## config.mk

```make
export PLATFORM = sky130hd
export DESIGN_NAME = axis_orb_result_sink
export DESIGN_NICKNAME = d
export VERILOG_FILES = /design/src/rtl/orb_stream_pkg.sv /design/src/rtl/orb_match_fifo.sv /design/src/rtl/axis_orb_result_sink.sv
export SDC_FILE = /design/constraint.sdc
export NUM_CORES = 1
export LEC_CHECK = 0
export ABC_CLOCK_PERIOD_IN_PS = 7100
export CAP_MARGIN = 20
export CORE_ASPECT_RATIO = 2
export CORE_MARGIN = 2
export CORE_UTILIZATION = 35
export CTS_BUF_LIST = sky130_fd_sc_hd__clkbuf_16
export DETAILED_ROUTE_END_ITERATION = 7
export HOLD_SLACK_MARGIN = 0.15
export SLEW_MARGIN = 20
export SYNTH_ARGS = -nofsm -noshare
export SYNTH_HDL_FRONTEND = slang
export SYNTH_HIERARCHICAL = 1
export SYNTH_SLANG_ARGS = --single-unit
```

## constraint.sdc

```tcl
create_clock -name s_axis_aclk -period 7.1 [get_ports s_axis_aclk]
set_input_delay 1.42 -clock s_axis_aclk [delete_from_list [all_inputs] [get_ports s_axis_aclk]]
set_output_delay 1.42 -clock s_axis_aclk [all_outputs]
set_load 0.03 [all_outputs]
```

## src/rtl/orb_stream_pkg.sv

```systemverilog
// Shared definitions for the ORB result stream: word field positions,
// the sink FSM states and the packed match-pair layout.
package orb_stream_pkg;

    localparam int PIX_MSB = 31;
    localparam int PIX_LSB = 20;
    localparam int X_MSB   = 19;
    localparam int X_LSB   = 10;
    localparam int Y_MSB   = 9;
    localparam int Y_LSB   = 0;

    localparam int COORD_W = 10;
    localparam int PAIR_W  = 40;

    typedef enum logic [1:0] {
        IDLE   = 2'd0,
        RUN    = 2'd1,
        DONE   = 2'd2,
        RESYNC = 2'd3
    } state_t;

    typedef logic [PAIR_W-1:0] pair_t;

    // Pair layout is {y2, x2, y1, x1}, first-half coordinates in the low bits.
    function automatic pair_t make_pair(input logic [COORD_W-1:0] x1,
                                        input logic [COORD_W-1:0] y1,
                                        input logic [COORD_W-1:0] x2,
                                        input logic [COORD_W-1:0] y2);
        return {y2, x2, y1, x1};
    endfunction

endpackage

```

## src/rtl/orb_match_fifo.sv

```systemverilog
// Show-ahead FIFO for match pairs with occupancy count and synchronous clear.
// Latency: write visible at head next cycle; writes while full and reads while empty are ignored.
module orb_match_fifo #(
    parameter int DEPTH = 16,
    parameter int W     = 40
) (
    input  logic                     clk,
    input  logic                     rst_n,
    input  logic                     clr,
    input  logic                     wr_en,
    input  logic [W-1:0]             wr_data,
    input  logic                     rd_en,
    output logic [W-1:0]             rd_data,
    output logic                     full,
    output logic                     empty,
    output logic [$clog2(DEPTH):0]   count
);

    localparam int AW = $clog2(DEPTH);
    localparam logic [AW-1:0] PTR_ONE = AW'(1);
    localparam logic [AW:0]   CNT_ONE = (AW+1)'(1);
    localparam logic [AW:0]   CNT_MAX = (AW+1)'(DEPTH);

    logic [W-1:0]  mem [DEPTH];
    logic [AW-1:0] wr_ptr;
    logic [AW-1:0] rd_ptr;
    logic          do_wr;
    logic          do_rd;

    assign full  = (count == CNT_MAX);
    assign empty = (count == '0);
    assign do_wr = wr_en && !full;
    assign do_rd = rd_en && !empty;

    // Empty head reads as zero so the output never shows stale or unset storage.
    assign rd_data = empty ? '0 : mem[rd_ptr];

    always_ff @(posedge clk or negedge rst_n) begin
        if (!rst_n) begin
            wr_ptr <= '0;
            rd_ptr <= '0;
            count  <= '0;
        end else if (clr) begin
            wr_ptr <= '0;
            rd_ptr <= '0;
            count  <= '0;
        end else begin
            if (do_wr) wr_ptr <= wr_ptr + PTR_ONE;
            if (do_rd) rd_ptr <= rd_ptr + PTR_ONE;
            case ({do_wr, do_rd})
                2'b10:   count <= count + CNT_ONE;
                2'b01:   count <= count - CNT_ONE;
                default: count <= count;
            endcase
        end
    end

    always_ff @(posedge clk) begin
        if (do_wr) mem[wr_ptr] <= wr_data;
    end

endmodule

```

## src/rtl/axis_orb_result_sink.sv

```systemverilog
// AXI-Stream sink for ORB result words: pixel unpack, match-pair dedup FIFO, line/frame framing.
// Latency: pixel 1 cycle after accept; tready held low during DONE and while the match FIFO is full.
module axis_orb_result_sink
    import orb_stream_pkg::*;
#(
    parameter int H_ACTIVE   = 720,
    parameter int V_ACTIVE   = 480,
    parameter int FIFO_DEPTH = 16
) (
    input  logic                          s_axis_aclk,
    input  logic                          s_axis_aresetn,
    input  logic [31:0]                   s_axis_tdata,
    input  logic [3:0]                    s_axis_tkeep,
    input  logic                          s_axis_tlast,
    input  logic                          s_axis_tvalid,
    output logic                          s_axis_tready,
    output logic                          pix_valid,
    output logic [11:0]                   pix_rgb,
    output logic [9:0]                    pix_x,
    output logic [9:0]                    pix_y,
    input  logic                          match_rd_en,
    output logic [PAIR_W-1:0]             match_rd_data,
    output logic                          match_empty,
    output logic [$clog2(FIFO_DEPTH):0]   match_count,
    output logic                          frame_done,
    output logic [15:0]                   frame_cnt,
    input  logic                          status_clr,
    output logic                          line_err,
    output logic                          keep_err
);

    localparam logic [COORD_W-1:0] X_LAST = COORD_W'(H_ACTIVE - 1);
    localparam logic [COORD_W-1:0] Y_LAST = COORD_W'(V_ACTIVE - 1);

    state_t             state;
    logic               running;
    logic [COORD_W-1:0] x;
    logic [COORD_W-1:0] y;
    logic               parity;
    logic [COORD_W-1:0] x1;
    logic [COORD_W-1:0] y1;
    pair_t              last_pair;

    logic               fifo_full;
    logic               accept;
    logic               keep_ok;
    logic               in_frame;
    logic               good;
    logic [COORD_W-1:0] beat_x;
    logic [COORD_W-1:0] beat_y;
    pair_t              pair_cand;
    logic               push;

    // running keeps tready low until the first edge after reset release.
    assign s_axis_tready = running && (state != DONE) && !fifo_full;

    assign accept    = s_axis_tvalid && s_axis_tready;
    assign keep_ok   = (s_axis_tkeep == 4'hF);
    assign in_frame  = (state == IDLE) || (state == RUN);
    assign good      = accept && in_frame && keep_ok;
    assign beat_x    = s_axis_tdata[X_MSB:X_LSB];
    assign beat_y    = s_axis_tdata[Y_MSB:Y_LSB];
    assign pair_cand = make_pair(x1, y1, beat_x, beat_y);
    assign push      = good && parity && (pair_cand != '0) && (pair_cand != last_pair);

    orb_match_fifo #(
        .DEPTH (FIFO_DEPTH),
        .W     (PAIR_W)
    ) u_fifo (
        .clk     (s_axis_aclk),
        .rst_n   (s_axis_aresetn),
        .clr     (status_clr),
        .wr_en   (push),
        .wr_data (pair_cand),
        .rd_en   (match_rd_en),
        .rd_data (match_rd_data),
        .full    (fifo_full),
        .empty   (match_empty),
        .count   (match_count)
    );

    always_ff @(posedge s_axis_aclk or negedge s_axis_aresetn) begin
        if (!s_axis_aresetn) begin
            state      <= IDLE;
            running    <= 1'b0;
            x          <= '0;
            y          <= '0;
            parity     <= 1'b0;
            x1         <= '0;
            y1         <= '0;
            last_pair  <= '0;
            pix_valid  <= 1'b0;
            pix_rgb    <= '0;
            pix_x      <= '0;
            pix_y      <= '0;
            frame_done <= 1'b0;
            frame_cnt  <= '0;
            line_err   <= 1'b0;
            keep_err   <= 1'b0;
        end else begin
            running    <= 1'b1;
            frame_done <= 1'b0;
            pix_valid  <= good;
            if (good) begin
                pix_rgb <= s_axis_tdata[PIX_MSB:PIX_LSB];
                pix_x   <= x;
                pix_y   <= y;
                if (!parity) begin
                    x1     <= beat_x;
                    y1     <= beat_y;
                    parity <= 1'b1;
                end else begin
                    parity <= 1'b0;
                end
            end
            if (push) last_pair <= pair_cand;
            if (accept && !keep_ok) keep_err <= 1'b1;

            case (state)
                IDLE, RUN: begin
                    if (accept) begin
                        state <= RUN;
                        if (x == X_LAST) begin
                            if (s_axis_tlast) begin
                                x      <= '0;
                                parity <= 1'b0;
                                if (y == Y_LAST) begin
                                    // frame_done and frame_cnt land together with the DONE cycle.
                                    state      <= DONE;
                                    frame_done <= 1'b1;
                                    frame_cnt  <= frame_cnt + 16'd1;
                                end else begin
                                    y <= y + COORD_W'(1);
                                end
                            end else begin
                                line_err <= 1'b1;
                                state    <= RESYNC;
                            end
                        end else if (s_axis_tlast) begin
                            line_err <= 1'b1;
                            state    <= RESYNC;
                        end else begin
                            x <= x + COORD_W'(1);
                        end
                    end
                end
                RESYNC: begin
                    if (accept && s_axis_tlast) begin
                        x      <= '0;
                        parity <= 1'b0;
                        y      <= (y == Y_LAST) ? '0 : y + COORD_W'(1);
                        state  <= RUN;
                    end
                end
                DONE: begin
                    y     <= '0;
                    state <= RUN;
                end
                default: state <= IDLE;
            endcase

            if (status_clr) begin
                line_err  <= 1'b0;
                keep_err  <= 1'b0;
                last_pair <= '0;
            end
        end
    end

endmodule

```

Word-level counts from Yosys, hierarchy flattened
Memories as Yosys holds them, arrays and structs flattened.
Index checks and enable logic that the tools add are counted.

storage, ports and cells
  output and inout port bits = 99
  register bits = 149
  word-level logic and storage cells = 133
  memories = 1
  input bits = 42
  bits in writable memories = 640

operators by class
  add/subtract/negate cells = 7
  reductions and logical operators = 35
  equal/unequal tests = 19
  bitwise logic cells = 1
  muxes and demuxes = 51

memory list
  name        words  bits a word  rd ports  clocked after Yosys merged registers in  write ports  RTL line              text
  u_fifo.mem  16     40           1         0                                        1            orb_match_fifo.sv:24  logic [W-1:0] mem [DEPTH];

operators with widths
  operator               number
  $mux 40                3
  $mux 10                11
  $ne 40x40->1           1
  $reduce_bool 40->1     1
  $pmux 10 s3            1
  $mux 1                 21
  $add 10x1->10 const B  2
  $pmux 10 s2            1
  $add 16x1->16 const B  1
  $mux 4                 4
  $reduce_and 5->1       3
  $reduce_bool 2->1      7
  $logic_and 1x1->1      12
  $mux 2                 6
  $ne 2x2->1 const B     6
  $eq 10x10->1 const B   1
  $eq 10x9->1 const B    1
  $pmux 5 s2             1
  $ne 3x3->1 const B     3
  $add 4x1->4 const B    2
  $eq 2x2->1 const B     3
  $pmux 2 s3             1
  $reduce_bool 3->1      2
  $add 5x1->5 const B    1
  other kinds (14)       18

Longest topological paths before layout
Gate-level depths: netlist of the first run.

  word-level depth = 13
  mapped depth = 20
  depth with buffers taken out = 16

Cells and area by module
Netlist of the first run, hierarchy kept.

modules (own cells, without submodules)
  module                cells an instance  times used  area each (um^2)  seq. area each (um^2)
  orb_match_fifo        1046               1           25182.9           19543.7
  axis_orb_result_sink  590                1           6718.9            3403.3

Worst setup path after synthesis of the first run
OpenSTA, ideal clock, no wires.

  path type = input -> register
  start = in s_axis_tvalid
  end = mem u_fifo.mem[3][0] (enable)
  slack = -0.707 ns
  arrival = 7.320 ns
  setup time = 0.487 ns
  buffers on the path = 3
  data required time = 6.613 ns
  stages on the path = 12
  path through = nor4bb_1 > nor2b_1 > clkbuf_1 > clkbuf_1 > ha_1 > o31ai_1 > a41oi_1 > clkbuf_1 > inv_1 > a21oi_1 > nand2_1 > nor3_1

between the ends
  longest elaborated chain between the ends = 9

RTL lines
  item                             RTL line                    text
  start, declared                  axis_orb_result_sink.sv:15  input logic s_axis_tvalid,
  $logic_and 1x1->1                axis_orb_result_sink.sv:57  assign accept = s_axis_tvalid && s_axis_tready;
  $logic_and 1x1->1 (2 in series)  axis_orb_result_sink.sv:60  assign good = accept && in_frame && keep_ok;
  net good                         axis_orb_result_sink.sv:48  logic good;
  $logic_and 1x1->1 (3 in series)  axis_orb_result_sink.sv:64  assign push = good && parity && (pair_cand != '0) && (pair_cand != last_pair);
  net push                         axis_orb_result_sink.sv:52  logic push;
  $logic_and 1x1->1                orb_match_fifo.sv:32        assign do_wr = wr_en && !full;
  $mux 1                           orb_match_fifo.sv:59        if (do_wr) mem[wr_ptr] <= wr_data;
  $mux 1 (not written as such)     orb_match_fifo.sv:59
  end, declared                    orb_match_fifo.sv:24

The timed path passes the listed nets, and every way through them passes these cells.

Worst setup path in the final report of the first run
  start = reg u_fifo.rd_ptr[1]
  end = out match_rd_data[28]

between the ends
  longest elaborated chain between the ends = 2

RTL lines
  item                    RTL line                    text
  start, declared         orb_match_fifo.sv:26        logic [AW-1:0] rd_ptr;
  start signal, assigned  orb_match_fifo.sv:49        if (do_rd) rd_ptr <= rd_ptr + PTR_ONE;
  $mem_v2 16x40           -
  $mux 40                 orb_match_fifo.sv:36        assign rd_data = empty ? '0 : mem[rd_ptr];
  end, declared           axis_orb_result_sink.sv:22  output logic [PAIR_W-1:0] match_rd_data,

Every way passes these cells.

==> impl_metrics.json, run 1 <==
{
  "status": "finished, final reports clean",
  "max_slew_margin_pct": 27.4,
  "yosys_warnings": 6,
  "synth_enable_flop_cells": 640,
  "cts_tree": "built",
  "leakagePower_nw": 12.1,
  "criticalPathCategory": "flip-flop to primary output",
  "yosysSeqAreaShare_pct": 71.9,
  "layout_common_cells": "640 x edfxtp_1, 200 x mux4_2, 145 x dfrtp_1",
  "path_clk_slew_ns": 0.07,
  "r2r_slack_ns": 2.41,
  "ys_types": 58,
  "synth-async-reset-ratio_pct": 18.9,
  "grt_max_degree": 103,
  "power.density_nw_per_um2": 327,
  "grt_pass1_vias": 17500,
  "routed_via_density": 5.24,
  "crit_fanout": 59,
  "synthesis.area_per_instance_um2": 19.5,
  "antennaDiodeCount": 0,
  "critPathCaptureType": "primary output",
  "ys_ff_latch": 789,
  "slowest_delay_ns": 1.14,
  "drcViolationCount": 0,
  "layout-drive-gt1-share_pct": 23.8,
  "worstMarginPinSlew_ns": 1.09,
  "dp_hpwl_um": 47300,
  "cts_buffers": 68,
  "firstDrtPassIters": 5,
  "slew_violations": 0,
  "cts_resized": 0,
  "fill_cells": 7900,
  "layout_min_cycle_time_ns": 5.50,
  "worst-endpoint-arrival_ns": 4.08,
  "ys.flop_type": "edfxtp_1",
  "initial_core_util_pct": 35.3,
  "fin_crit_sh_pct": 77.5,
  "synth_cells": 1636,
  "io_buffers": 140,
  "drtIter0Drc": 1115,
  "layout_commonest_cell": "edfxtp_1",
  "register_area_um2": 23000,
  "design.core.area_um2": 90400,
  "wl_per_cell_um": 25.4,
  "cts_max_level": 3,
  "layout.nets": 1867,
  "cts_setup_buffers": 0,
  "power_w": 0.0122,
  "cts_root_buffer": "clkbuf_16",
  "syn_area_um2": 31900,
  "grt_first_pass_wirelength_um": 116000,
  "cts_buffer_depth": 3,
  "critPathMostFrequentCell": "mux4_2",
  "clock_latency_ns": 0.64,
  "cp-start-kind": "flip-flop",
  "grt_setup_unrepaired": "no",
  "min_path_type": "flip-flop to flip-flop",
  "maxCapViolations": 0,
  "die_h_um": 431,
  "antenna_found_initial": 1,
  "ios": 141,
  "die_w_um": 217,
  "vias": 16000,
  "area_growth_syn_to_layout_pct": 16.7,
  "holdBufCountCts": 0,
  "fmaxAchievable_ghz": 0.182,
  "multi_input_area_um2": 8670,
  "place_congestion": 0.835,
  "dieArea_um2": 93700,
  "setup_viol": 0,
  "synth_nets": 1690,
  "ir_worst_vdd_uv": 213,
  "crit_slowest_cell": "dfrtp_4",
  "rows": 156,
  "crit_path_cell_trace": "buf_4 -> mux4_2 -> mux4_2 -> and2_1 -> clkdlybuf4s50_1",
  "fin_skew_ns": 0.0307,
  "drt_wl_total_um": 77600,
  "postRouteAntennaNets": 0,
  "grt.overflow.total": 0,
  "crit_required_ns": 5.68,
  "finalHoldViolCount": 0,
  "grt_usage_pct": 16.9,
  "utilization_pct": 41.2,
  "cts.sinks": 789
}
-- metal layers --
layer  track usage (%)  vias up  part of all wire [%]
li1                  -     6892                     -
met3              3.03      118                   4.3
met2              31.9      404                    56
met1              18.4     8575                    36
met4              6.53        2                   3.5
met5                 0        -                 0.018
-- cells in the mapped netlist (16+ instances only) --
| library cell | n | area, um2 |
|---|---|---|
| a21oi_1 | 19 | 95.1 |
| and2_1 | 43 | 269 |
| mux4_2 | 200 | 4500 |
| nor2_1 | 39 | 146 |
| nor4_1 | 19 | 119 |
| mux2i_1 | 44 | 440 |
| o21ai_0 | 16 | 80.1 |
| clkbuf_1 | 44 | 165 |
| nand2_1 | 38 | 143 |
| nand3_1 | 16 | 80.1 |
| xnor2_1 | 42 | 368 |
| dfrtp_1 | 149 | 3730 |
| nand2b_1 | 85 | 532 |
| xor2_1 | 22 | 193 |
| mux2_2 | 53 | 597 |
| nand4_1 | 19 | 119 |
| edfxtp_1 | 640 | 19200 |
-- cell type report --
cell class | instances | share of cell area, %
Clock buffer | 71 | 4.77
Clock inverter | 54 | 1.05
Inverter | 10 | 0.101
Multi-Input combinational cell | 756 | 23.3
Sequential cell | 789 | 61.7
Tap cell | 1185 | 3.98
Timing Repair Buffer | 188 | 5.16
-- where the power goes --
group	internal, W	switching [W]
logic	0.00141	0.00147
clock network	0.00198	0.00170
registers	0.00522	0.000401
total	0.00861	0.00357
-- worst paths after layout --
| check | from | end | cells past startpoint |
|---|---|---|---|
| min in group asynchronous | s_axis_aresetn | pix_y[2] | 1 |
| worst max register to register | u_fifo/count[2] | u_fifo/mem[15][24] | 12 |
| worst min register to register | frame_cnt[15] | frame_cnt[15] | 1 |
| worst min-delay path | frame_cnt[15] | frame_cnt[15] | 1 |
| max in group asynchronous | s_axis_aresetn | frame_cnt[7] | 2 |
| worst max-delay path | u_fifo/rd_ptr[1] | match_rd_data[28] | 5 |
-- cell families (layout without fill, tap and decap cells) --
kind of cell    Yosys count  in the layout  share of synthesized area (%)
mux                     297            297                           17.4
simple gates            308            308                           5.53
flops                   789            789                           71.9
fa+ha+maj                12             12                          0.471
xor+xnor                 64             64                           1.76
buf+inv                  91            323                           1.40
compound gates           74             74                           1.54
other cells               1              1                         0.0118
-- worst max-delay path: cells and delay by family (launching register included) --
kind | cells | cell delay (ns)
and+or+nand+nor | 1 | 0.18
muxes | 2 | 0.88
buffers and inverters | 2 | 1.21
DFF | 1 | 1.14
-- flip-flops by register name, summed over array words and instances (netlist names), 2 cells and up --
| signal | flops |
|---|---|
| y1 | 10 |
| pix_rgb | 12 |
| u_fifo/wr_ptr | 4 |
| u_fifo/mem | 640 |
| x1 | 10 |
| u_fifo/rd_ptr | 4 |
| x | 10 |
| pix_y | 10 |
| y | 10 |
| pix_x | 10 |
| last_pair | 40 |
| u_fifo/count | 5 |
| state | 2 |
| frame_cnt | 16 |
-- stage by stage --
stage	cell area, um2	TNS, ns	worst slack, ns	hold slack [ns]	std cells
after floorplan	31900	-53.13	-0.664	0.453	1636
after global placement	35100	0	1.44	0.466	2928
after detailed placement	35100	0	1.36	0.470	2928
after CTS	37200	0	1.50	0.488	3053
final	37200	0	1.60	0.485	3053
after global routing	37200	0	1.41	0.523	3053
No activity file was read; power rests on OpenSTA's default activity.
==> inputs of run 2 (changes only) <==
--- a/config.mk
+++ b/config.mk
@@ -5,7 +5,7 @@
 export SDC_FILE = /design/constraint.sdc
 export NUM_CORES = 1
 export LEC_CHECK = 0
-export ABC_CLOCK_PERIOD_IN_PS = 7100
+export ABC_CLOCK_PERIOD_IN_PS = 4700
 export CAP_MARGIN = 20
 export CORE_ASPECT_RATIO = 2
 export CORE_MARGIN = 2
==> constraint.sdc (replaced) <==
create_clock -name s_axis_aclk -period 4.7 [get_ports s_axis_aclk]
set_input_delay 0.94 -clock s_axis_aclk [delete_from_list [all_inputs] [get_ports s_axis_aclk]]
set_output_delay 0.94 -clock s_axis_aclk [all_outputs]
set_load 0.03 [all_outputs]
==> impl_metrics.json, run 2 (synthesis gave the netlist of run 1 again) <==
{
  "slew_violations": 0,
  "cts_resized": 0,
  "worstMarginPinSlew_ns": 0.909,
  "fin_crit_sh_pct": 94.9,
  "cts_buffers": 68,
  "reg2reg_depth": 13,
  "final.setup.tns_ns": 0,
  "grt_pass1_vias": 17800,
  "layout-drive-gt1-share_pct": 26.0,
  "worstSetupStartpoint": "u_fifo/rd_ptr[0]",
  "ios": 141,
  "io_buffers": 140,
  "initial_core_util_pct": 35.3,
  "cp-start-kind": "flip-flop",
  "dp_hpwl_um": 51000,
  "r2r_start": "u_fifo/count[4]",
  "antenna_found_initial": 1,
  "power.density_nw_per_um2": 493,
  "die_w_um": 217,
  "multi_input_area_um2": 8690,
  "path_clk_slew_ns": 0.07,
  "layout.nets": 1924,
  "crit_fanout": 22,
  "cts.sinks": 789,
  "register_area_um2": 23000,
  "routed_via_density": 5.23,
  "max_slew_margin_pct": 39.4,
  "worst-endpoint-arrival_ns": 3.52,
  "grt_usage_pct": 17.4,
  "drt_wl_total_um": 79600,
  "cts_tree": "built",
  "status": "finished, final reports clean",
  "ir_worst_vdd_uv": 294,
  "fin_skew_ns": 0.0327,
  "firstDrtPassIters": 5,
  "cts_root_buffer": "clkbuf_16",
  "die_h_um": 431,
  "crit_path_end": "match_rd_data[32]",
  "regMostFlops": "u_fifo/mem",
  "crit_required_ns": 3.76,
  "cts_buffer_depth": 3,
  "vias": 16200,
  "maxCapViolations": 0,
  "dieArea_um2": 93700,
  "clock_latency_ns": 0.64,
  "setup_viol": 0,
  "area_growth_syn_to_layout_pct": 18.8,
  "finalHoldViolCount": 0,
  "layout_min_cycle_time_ns": 4.46,
  "r2r_slack_ns": 0.92,
  "grt_setup_unrepaired": "no",
  "r2r_end": "u_fifo/mem[9][5]",
  "design.core.area_um2": 90400,
  "grt_first_pass_wirelength_um": 119000,
  "leakagePower_nw": 12.5,
  "reg_top3": "u_fifo/mem x640, last_pair x40, frame_cnt x16",
  "fmaxAchievable_ghz": 0.224,
  "criticalPathCategory": "flip-flop to primary output",
  "fill_cells": 7848,
  "largest_reg_flops": 640,
  "postRouteAntennaNets": 0,
  "place_congestion": 0.815,
  "wl_per_cell_um": 25.6,
  "grt_max_degree": 84,
  "place_area_um2": 35600,
  "layout_common_cells": "640 x edfxtp_1, 200 x mux4_2, 141 x dfrtp_1",
  "min_path_type": "input port to asynchronous set/reset pin",
  "critPathCaptureType": "primary output",
  "holdBufCountCts": 0,
  "rows": 156,
  "drtIter0Drc": 969,
  "grt.overflow.total": 0,
  "cts_setup_buffers": 0,
  "cts_max_level": 3,
  "layout_commonest_cell": "edfxtp_1",
  "final_cell_area_um2": 37900,
  "drcViolationCount": 0
}
==> run 2: changes by cell type in the layout (fill, tap and decap cells not counted), sizes merged <==
cell,change
buf,+57
bufinv,+2
diode,+1
inv,+8
clkinv,-13
==> run 2: report_power, final <==
group          switching, W  leakage (nW)  internal [W]
clock               0.00257          1.13       0.00309
sequential         0.000457          7.85       0.00790
combinational       0.00241          3.49       0.00227
total               0.00544          12.5        0.0133
==> run 2: critical path, stage by stage (launching register included) <==
cell	delay (ns)
dfrtp_4	0.54
buf_12	0.24
buf_12	0.25
mux4_2	0.57
mux4_2	0.49
and2_1	0.17
clkdlybuf4s50_1	0.59
==> run 2: cell type report <==
| type | instances | share of cell area [%] |
|---|---|---|
| Tap cell | 1185 | 3.91 |
| Clock inverter | 51 | 1.14 |
| Multi-Input combinational cell | 756 | 22.9 |
| Inverter | 10 | 0.0990 |
| Timing Repair Buffer | 245 | 6.66 |
| Antenna cell | 1 | 0.00660 |
| Clock buffer | 71 | 4.69 |
| Sequential cell | 789 | 60.6 |
==> run 2: how the worst min path moves through the flow <==
stage,cells after the start,end,slack (ns),from
after floorplan,1,y[9],0.45,y[9]
after global placement,1,frame_cnt[15],0.47,frame_cnt[15]
after detailed placement,1,frame_cnt[15],0.47,frame_cnt[15]
after CTS,1,pix_rgb[1],0.37,s_axis_aresetn
after global routing,1,pix_rgb[1],0.42,s_axis_aresetn
final,1,pix_x[9],0.36,s_axis_aresetn
==> run 2: layer usage <==
metal / part of all wire (%) / up-vias / track usage (%)
met3: 4.5 / 126 / 2.93
met2: 56 / 429 / 32.7
li1: - / 7010 / -
met1: 36 / 8684 / 19.4
met5: 0 / - / 0
met4: 3.3 / 0 / 6.51
==> run 2: stage by stage <==
stage               power (W)  std cells  utilization (%)  hold WS, ns  setup WS (ns)
detailed placement     0.0133       2980             39.4        0.473          0.236
global placement       0.0132       2980             39.4        0.471          0.272
global route           0.0195       3108             41.9        0.417         0.0838
CTS                    0.0189       3102             41.9        0.373         0.0417
floorplan              0.0114       1636                -        0.453        -0.0117
finish                 0.0187       3108             41.9        0.355          0.238
